### src/rtl/serial_adder.sv
// serial_adder: bit-serial ripple adder, one full-adder bit per clock, LSB first.
module serial_adder #(
    parameter int WIDTH = 8
) (
    input  logic             clk,
    input  logic             rst,
    input  logic             start,
    input  logic [WIDTH-1:0] A,
    input  logic [WIDTH-1:0] B,
    input  logic             Cin,
    output logic             busy,
    output logic             done,
    output logic [WIDTH-1:0] S,
    output logic             Cout
);
    localparam int CW = $clog2(WIDTH + 1);

    typedef enum logic [1:0] {IDLE, ADD, FINISH} state_t;

    state_t           state_q, state_d;
    logic [WIDTH-1:0] a_q, a_d, b_q, b_d, s_q, s_d;
    logic             carry_q, carry_d, cout_q, cout_d;
    logic [CW-1:0]    cnt_q, cnt_d;
    logic             sum_bit, carry_nx, last;

    assign sum_bit  = a_q[0] ^ b_q[0] ^ carry_q;
    assign carry_nx = (a_q[0] & b_q[0]) | (a_q[0] & carry_q) | (b_q[0] & carry_q);
    assign last     = cnt_q == CW'(WIDTH - 1);

    always_comb begin
        state_d = state_q;
        a_d     = a_q;
        b_d     = b_q;
        s_d     = s_q;
        carry_d = carry_q;
        cout_d  = cout_q;
        cnt_d   = cnt_q;
        case (state_q)
            IDLE: if (start) begin
                state_d = ADD;
                a_d     = A;
                b_d     = B;
                s_d     = '0;
                carry_d = Cin;
                cout_d  = 1'b0;
                cnt_d   = '0;
            end
            ADD: begin
                // sum bits enter at the MSB so the result is LSB-aligned after WIDTH shifts
                a_d     = a_q >> 1;
                b_d     = b_q >> 1;
                s_d     = {sum_bit, s_q[WIDTH-1:1]};
                carry_d = carry_nx;
                cnt_d   = cnt_q + CW'(1);
                state_d = last ? FINISH : ADD;
                cout_d  = last ? carry_nx : cout_q;
            end
            default: state_d = IDLE;
        endcase
    end

    always_ff @(posedge clk or posedge rst) begin
        if (rst) begin
            state_q <= IDLE;
            a_q     <= '0;
            b_q     <= '0;
            s_q     <= '0;
            carry_q <= 1'b0;
            cout_q  <= 1'b0;
            cnt_q   <= '0;
        end else begin
            state_q <= state_d;
            a_q     <= a_d;
            b_q     <= b_d;
            s_q     <= s_d;
            carry_q <= carry_d;
            cout_q  <= cout_d;
            cnt_q   <= cnt_d;
        end
    end

    assign busy = state_q != IDLE;
    assign done = state_q == FINISH;
    assign S    = s_q;
    assign Cout = cout_q;
endmodule

### config.mk
export PLATFORM = sky130hd
export DESIGN_NAME = serial_adder
export DESIGN_NICKNAME = d
export VERILOG_FILES = /design/src/rtl/serial_adder.sv
export SDC_FILE = /design/constraint.sdc
export NUM_CORES = 1
export LEC_CHECK = 0
export ABC_CLOCK_PERIOD_IN_PS = 1440
export CORE_UTILIZATION = 40
export CTS_CLUSTER_SIZE = 28
export DETAILED_ROUTE_END_ITERATION = 7
export SLEW_MARGIN = 20
export SYNTH_ARGS = -nofsm -noshare
export SYNTH_HDL_FRONTEND = slang
export SYNTH_SLANG_ARGS = --single-unit
export TNS_END_PERCENT = 50
### constraint.sdc
create_clock -name clk -period 1.44 [get_ports clk]
set_input_delay 0.144 -clock clk [delete_from_list [all_inputs] [get_ports clk]]
set_output_delay 0.144 -clock clk [all_outputs]
set_load 0.05 [all_outputs]
# == Word level (Yosys, flattened, before mapping) ==
# Cells that the tools add are included.
# classes
n_reduce_logical,5
bitwise,7
muxes,16
n_eq_ne,5
addsub,1
# op_table
operator,n
$pmux 8 s2,3
$mux 8,3
$pmux 4 s2,1
$add 4x1->4 const B,1
$eq 4x3->1 const B,1
$mux 2,2
$mux 4,1
$ne 2x2->1 const B,2
$pmux 1 s2,2
$pmux 2 s2,1
$reduce_bool 2->1,2
$and 1x1->1,3
$mux 1,3
$reduce_and 3->1,1
$eq 2x1->1 const B,1
$eq 2x2->1 const B,1
$logic_not 2->1,1
$or 1x1->1,2
$reduce_and 2->1,1
$xor 1x1->1,2
# totals
register_bits,32
elab_cells,41
input_bits,20
out_inout_bits,11

# == Depth between registers and ports, before layout ==
# Gate-level depths: netlist (run 1).
# depth
depth_word,5
mapped_depth,5

# == Worst setup path before layout (run 1) ==
# No wires, ideal clock.
# synth_timing
path_type,register to output
startpoint,register state_q[0]
endpoint,output port done
slack_ps,-90
arrival_time_ps,1386
required_ps,1296
path_stages_with_launch,4
path_cell_list,dfrtp_1 clkbuf_2 buf_2 nor2b_1
# synth_via
elab_chain_cells,1
# synth_lines
element,line_no,rtl
from (decl),20,"state_t state_q, state_d;"
from (signal assigned),72,state_q <= state_d;
$eq 2x2->1,83,assign done = state_q == FINISH;
to (decl),12,"output logic done,"
# Every way passes these cells.

# == Worst setup path in the final report (run 1) ==
# layout_timing
startpoint,register state_q[0]
endpoint,output port busy
# layout_via
elab_chain_cells,1
# layout_lines
element,line_no,rtl
$reduce_bool 2->1,82,assign busy = state_q != IDLE;
to (decl),11,"output logic busy,"
# Every way passes these cells.

==> reports/qor.csv, run 1 <==
stage;metric;value;unit
run_status;outcome;completed;
global_route;grt_pass1_vias;1154;
yosys;yosysSeqAreaShare;0.538;
yosys;synth_cell_types;29;
cells_and_area;fillers;314;
die;rows;21;
drt;antenna_left;0;
critical_path;critPathLaunchType;register;
cells_and_area;area.growth.synth_to_final;34.1;%
sta;rsz0062_at_grt;true;
critical_path;timing_worst_setup_path_type;reg -> out;
die;fp.dieW;63.0;um
critical_path;end_kind;output pin;
sta;period_share;0.958;
drt;drc;0;
run;drv_cap;0;
sta;setup_viol;0;
placement;dp.final_hpwl;2100;um
clock_tree;cts_tree;yes;
sta;finClkSkew;0.00493;ns
drt;drtIter0Drc;50;
clock_tree;insertion_delay;0.28;ns
yosys;synth_edf_count;0;
cells_and_area;postLayoutCoreUtil;0.580;
critical_path;critPathMaxFanout;31;
min_path;min_path_type;in -> async;
die;io_pins;31;
drt;wl;2950;um
yosys;synthMostInstantiatedCell;dfrtp_1;
yosys;yosysTopAreaCell;dfrtp_1;
yosys;synth_cells;140;
yosys;ys.flop_type;dfrtp_1;
yosys;synthArstFlopShare;1.00;
die;start_util;0.433;
drt;vias;1157;
clock_tree;cts_max_level;2;
global_route;grt_first_pass_wirelength;5190;um
yosys;ys_seq_elements;32;
global_route;overflow;0;
clock_tree;clockRootBuffer;clkbuf_8;
sta;max_freq;725;MHz
sta;relSlewSlack;0.736;
die;core;3440;um2
clock_tree;cts_hold_buffers;0;
sta;worst_slew_pin_slew;0.395;ns
clock_tree;cts.reportedPaths.clkPinSlew;0.07;ns
clock_tree;cts.sinks;32;
placement;place_area;1860;um2
sta;whs;0.252;ns
cells_and_area;stdcell_count;222;
global_route;grt_max_degree;33;
critical_path;crit_required;1.30;ns
yosys;synth_area_leaders;dfrtp_1 (54%), and3b_1 (7.1%), a22o_1 (5.3%), a21oi_1 (4.7%), nand2_1 (4.0%);
cells_and_area;drive_above_1_share;0.182;
critical_path;regToRegSetupSlack;0.16;ns
placement;dp_cells;214;
die;die-area;3970;um2
yosys;yosysWarningCount;0;
pwr;peakVddDrop;0.863;mV
cells_and_area;n_antenna_cell;0;
sta;tns;0;ns
die;chipHeight;63.0;um
yosys;syn_nets;162;
pwr;powerDensity;2000;nW/um2
sta;report.final.slew_viol_count;0;
placement;portBuffers;30;
yosys;yosysTopAreaCellShare;0.538;
placement;place.gp.congestion;0.705;
yosys;synthTopCellsByCount;dfrtp_1 (32), nand2_1 (16), a21oi_1 (14);
cells_and_area;nNetsFinal;197;
yosys;syn_avg_cell_area;10.6;um2
global_route;antenna_found_initial;0;
critical_path;cp_data_arrival_time;1.23;ns
global_route;grt.total_usage;0.171;
drt;avgRoutedWirePerCell;13.3;um
sta;min_period;1.38;ns
cells_and_area;fin_area;2000;um2
clock_tree;ctsLongestPathBuffers;2;
yosys;netlist_area;1490;um2
drt;first_pass_iters;4;
sta;hold_violations;0;
clock_tree;cts_buffers;5;
drt;vias_per_cell;5.21;
pwr;leakagePower;0.939;nW
worst paths after layout:
| check | from | end | depth (start not counted) |
|---|---|---|---|
| worst min-delay path | rst | S[3]$_DFFE_PP0P_ | 3 |
| worst min register to register | b_q[1]$_DFFE_PP0P_ | b_q[1]$_DFFE_PP0P_ | 2 |
| min in group clk | b_q[1]$_DFFE_PP0P_ | b_q[1]$_DFFE_PP0P_ | 2 |
| worst max register to register | a_q[0]$_DFFE_PP0P_ | Cout$_DFFE_PP0P_ | 3 |
| max in group asynchronous | rst | state_q[1]$_DFFE_PP0P_ | 3 |
| worst max-delay path | state_q[0]$_DFFE_PP0P_ | busy | 4 |
layout by cell type, fill, tap and decap left out, types with 4 or more instances in the layout:
cell              n
and3b_1          12
buf_4            15
inv_1             6
o21ai_0           6
clkdlybuf4s50_1  19
clkbuf_8          7
a21oi_1          14
o21ai_1           8
dfrtp_1          30
buf_12            4
a22o_1            9
nand2_1          16
state kept, by name (all words and copies together) (netlist names):
signal / flops
carry_q: 1
state_q: 2
cnt_q: 4
a_q: 8
Cout: 1
S: 8
b_q: 8
power breakdown:
| part | switching (mW) | total (mW) | internal, mW |
|---|---|---|---|
| Sequential | 0.239 | 1.46 | 1.22 |
| Clock | 0.319 | 0.929 | 0.610 |
| Combinational | 0.917 | 1.60 | 0.681 |
| Total | 1.48 | 3.99 | 2.51 |
through the flow:
step	total power [mW]	worst slack, ns
floorplan	2.58	0.165
global placement	3.03	0.0410
detailed placement	3.08	0.00814
CTS	4.03	0.00274
global route	4.25	-0.000768
finish	3.99	0.0611
cells by family after synthesis:
kind of cell | share of synthesized area
AOI/OAI and AO/OA | 0.212
and+or+nand+nor | 0.159
DFF | 0.538
buffers and inverters | 0.0630
adders and majority gates | 0.0218
muxes | 0.00672
area by class of cell:
type                    count  area (um2)  area share
repair buffers             38         383       0.192
flip-flops and latches     32         803       0.402
clock inverters             1        30.0      0.0150
inverters                   6        22.5      0.0113
clock buffers               7        96.3      0.0482
multi-input cells          92         604       0.303
well taps                  46        57.6      0.0288
layer usage:
metal  global-route usage  wire [um]  vias to the layer above
li1                     -          -                      569
met1                0.200       1330                      561
met2                0.293       1470                       25
met3               0.0639        142                        2
met4               0.0436          6                        0
met5                    0          0                        -
worst max-delay path: stages, from the launching register on:
cell and delay (ns):
dfrtp_2 0.45, buf_12 0.18, nor2_4 0.10, inv_1 0.08
buf_12 0.15
timing repair:
item,in CTS,in global routing
pin swaps,0,0
resized for setup,2,2
buffers inserted,0,0
gates cloned,0,0
endpoints found under the setup margin,1,1
Power figures use the tool's default switching activity.
==> run 2, diff against run 1 <==
Settings changed: CORE_UTILIZATION 40 to 45, PLACE_DENSITY set to 0.72.
==> run 2 against run 1 <==
Against the previous run:
- routed wire length grew 1.2%
- first-iteration DRC count is 4.0% lower
- sequential power about the same
- largest cell class unchanged
==> reports/qor.csv, run 2 (synthesis gave the netlist of run 1 again) <==
stage;metric;value;unit;change
run_status;outcome;completed;;unchanged
placement;dp_cells;215;;was 214
pwr;powerDensity;1900;nW/um2;was 2000 nW/um2
sta;worst_slew_pin_slew;0.405;ns;was 0.395 ns
critical_path;critPathMaxFanout;11;;was 31
critical_path;critPathLaunchType;register;;unchanged
cells_and_area;final_cell_mix;dfrtp_1 (30), clkdlybuf4s50_1 (19), buf_4 (18);;was dfrtp_1 (30), clkdlybuf4s50_1 (19), nand2_1 (16)
placement;portBuffers;30;;unchanged
placement;place.gp.congestion;0.737;;was 0.705
cells_and_area;fin_area;1990;um2;was 2000 um2
clock_tree;insertion_delay;0.33;ns;was 0.28 ns
cells_and_area;nNetsFinal;202;;was 197
critical_path;crit_required;1.30;ns;about the same
pwr;leakagePower;0.938;nW;was 0.939 nW
die;fp.dieW;59.5;um;was 63.0 um
cells_and_area;drive_above_1_share;0.204;;was 0.182
die;die-area;3540;um2;was 3970 um2
drt;drtIter0Drc;48;;was 50
cells_and_area;final_common_cell;dfrtp_1;;unchanged
pwr;peakVddDrop;0.650;mV;was 0.863 mV
clock_tree;cts_max_level;2;;unchanged
min_path;min_path_type;in -> async;;unchanged
clock_tree;cts.sinks;32;;unchanged
clock_tree;cts_tree;yes;;unchanged
run;drv_cap;0;;unchanged
drt;wl;2980;um;was 2950 um
placement;dp.final_hpwl;2050;um;was 2100 um
sta;max_freq;721;MHz;was 725 MHz
placement;place_area;1870;um2;was 1860 um2
die;chipHeight;59.5;um;was 63.0 um
cells_and_area;n_antenna_cell;0;;unchanged
die;io_pins;31;;unchanged
sta;whs;0.187;ns;was 0.252 ns
cells_and_area;stdcell_count;225;;was 222
die;rows;20;;was 21
sta;min_period;1.39;ns;was 1.38 ns
global_route;grt.total_usage;0.192;;was 0.171
drt;vias_per_cell;5.27;;was 5.21
clock_tree;ctsLongestPathBuffers;2;;unchanged
sta;relSlewSlack;0.730;;was 0.736
sta;report.final.slew_viol_count;0;;unchanged
sta;finClkSkew;0.00700;ns;was 0.00493 ns
drt;avgRoutedWirePerCell;13.3;um;about the same
critical_path;regToRegSetupSlack;0.16;ns;about the same
cells_and_area;postLayoutCoreUtil;0.640;;was 0.580
cells_and_area;area.growth.synth_to_final;33.4;%;was 34.1%
drt;drc;0;;unchanged
clock_tree;clockRootBuffer;clkbuf_4;;was clkbuf_8
drt;first_pass_iters;4;;unchanged
global_route;antenna_found_initial;0;;unchanged
clock_tree;cts.reportedPaths.clkPinSlew;0.10;ns;was 0.07 ns
die;start_util;0.480;;was 0.433
clock_tree;cts_hold_buffers;0;;unchanged
global_route;overflow;0;;unchanged
drt;antenna_left;0;;unchanged
global_route;grt_pass1_vias;1189;;was 1154
global_route;grt_first_pass_wirelength;5020;um;was 5190 um
global_route;grt_max_degree;33;;unchanged
sta;rsz0062_at_grt;true;;unchanged
critical_path;end_kind;output pin;;unchanged
drt;vias;1185;;was 1157
critical_path;timing_worst_setup_path_type;reg -> out;;unchanged
die;core;3100;um2;was 3440 um2
sta;period_share;0.963;;was 0.958
clock_tree;cts_buffers;5;;unchanged
sta;hold_violations;0;;unchanged
sta;setup_viol;0;;unchanged
critical_path;cp_data_arrival_time;1.24;ns;was 1.23 ns
[run 2: area by class of cell]
| class | instances | area (um2) |
|---|---|---|
| Tap cell | 44 | 55.1 |
| Inverter | 6 | 22.5 |
| Fill cell | 286 | 1120 |
| Multi-Input combinational cell | 92 | 609 |
| Clock buffer | 6 | 41.3 |
| Sequential cell | 32 | 803 |
| Clock inverter | 2 | 35.0 |
| Timing Repair Buffer | 43 | 419 |
[run 2: path summary, 6_finish.rpt]
| path | from | cells after the start | to |
|---|---|---|---|
| worst max-delay path | state_q[0]$_DFFE_PP0P_ | 4 | busy |
| worst min-delay path | rst | 3 | S[7]$_DFFE_PP0P_ |
| worst max register to register | a_q[0]$_DFFE_PP0P_ | 3 | Cout$_DFFE_PP0P_ |
| worst min register to register | b_q[3]$_DFFE_PP0P_ | 2 | b_q[3]$_DFFE_PP0P_ |
| max in group asynchronous | rst | 3 | state_q[0]$_DFFE_PP0P_ |
| min in group clk | Cin | 3 | carry_q$_DFFE_PP0P_ |
[run 2: timing repair]
item / 4_1_cts / 5_1_grt
buffers inserted: 2 / 0
endpoints found under the hold margin: 0 / 0
resized for setup: 3 / 7
gates cloned: 0 / 0
pin swaps: 0 / 1
setup endpoints to repair: 2 / 3
[run 2: per-stage QoR]
step	setup WS (ns)	TNS [ns]	total power, mW
5_1_grt	-0.0156	-0.0156	4.05
4_1_cts	-0.00546	-0.00546	3.78
3_5_place_dp	-0.0539	-0.115	3.07
2_1_floorplan	0.165	0	2.58
3_3_place_gp	0.0226	0	3.03
6_report	0.0533	0	3.78
[run 2: critical path, stage by stage (launching register included)]
cell and delay [ns]:
dfrtp_2 0.44, buf_6 0.15, nor2_4 0.13, inv_2 0.05
buf_12 0.14
[run 2: power by group]
part	internal [mW]	switching, mW	total [mW]
combinational	0.720	0.942	1.66
clock	0.364	0.303	0.667
sequential	1.22	0.231	1.45
[run 2: layer usage]
layer  up-vias  GRT usage  wire, um
li1        576          -         -
met1       566      0.221      1300
met2        37      0.334      1510
met3         6     0.0568       136
met4         0     0.0764        38
met5         -          0         0
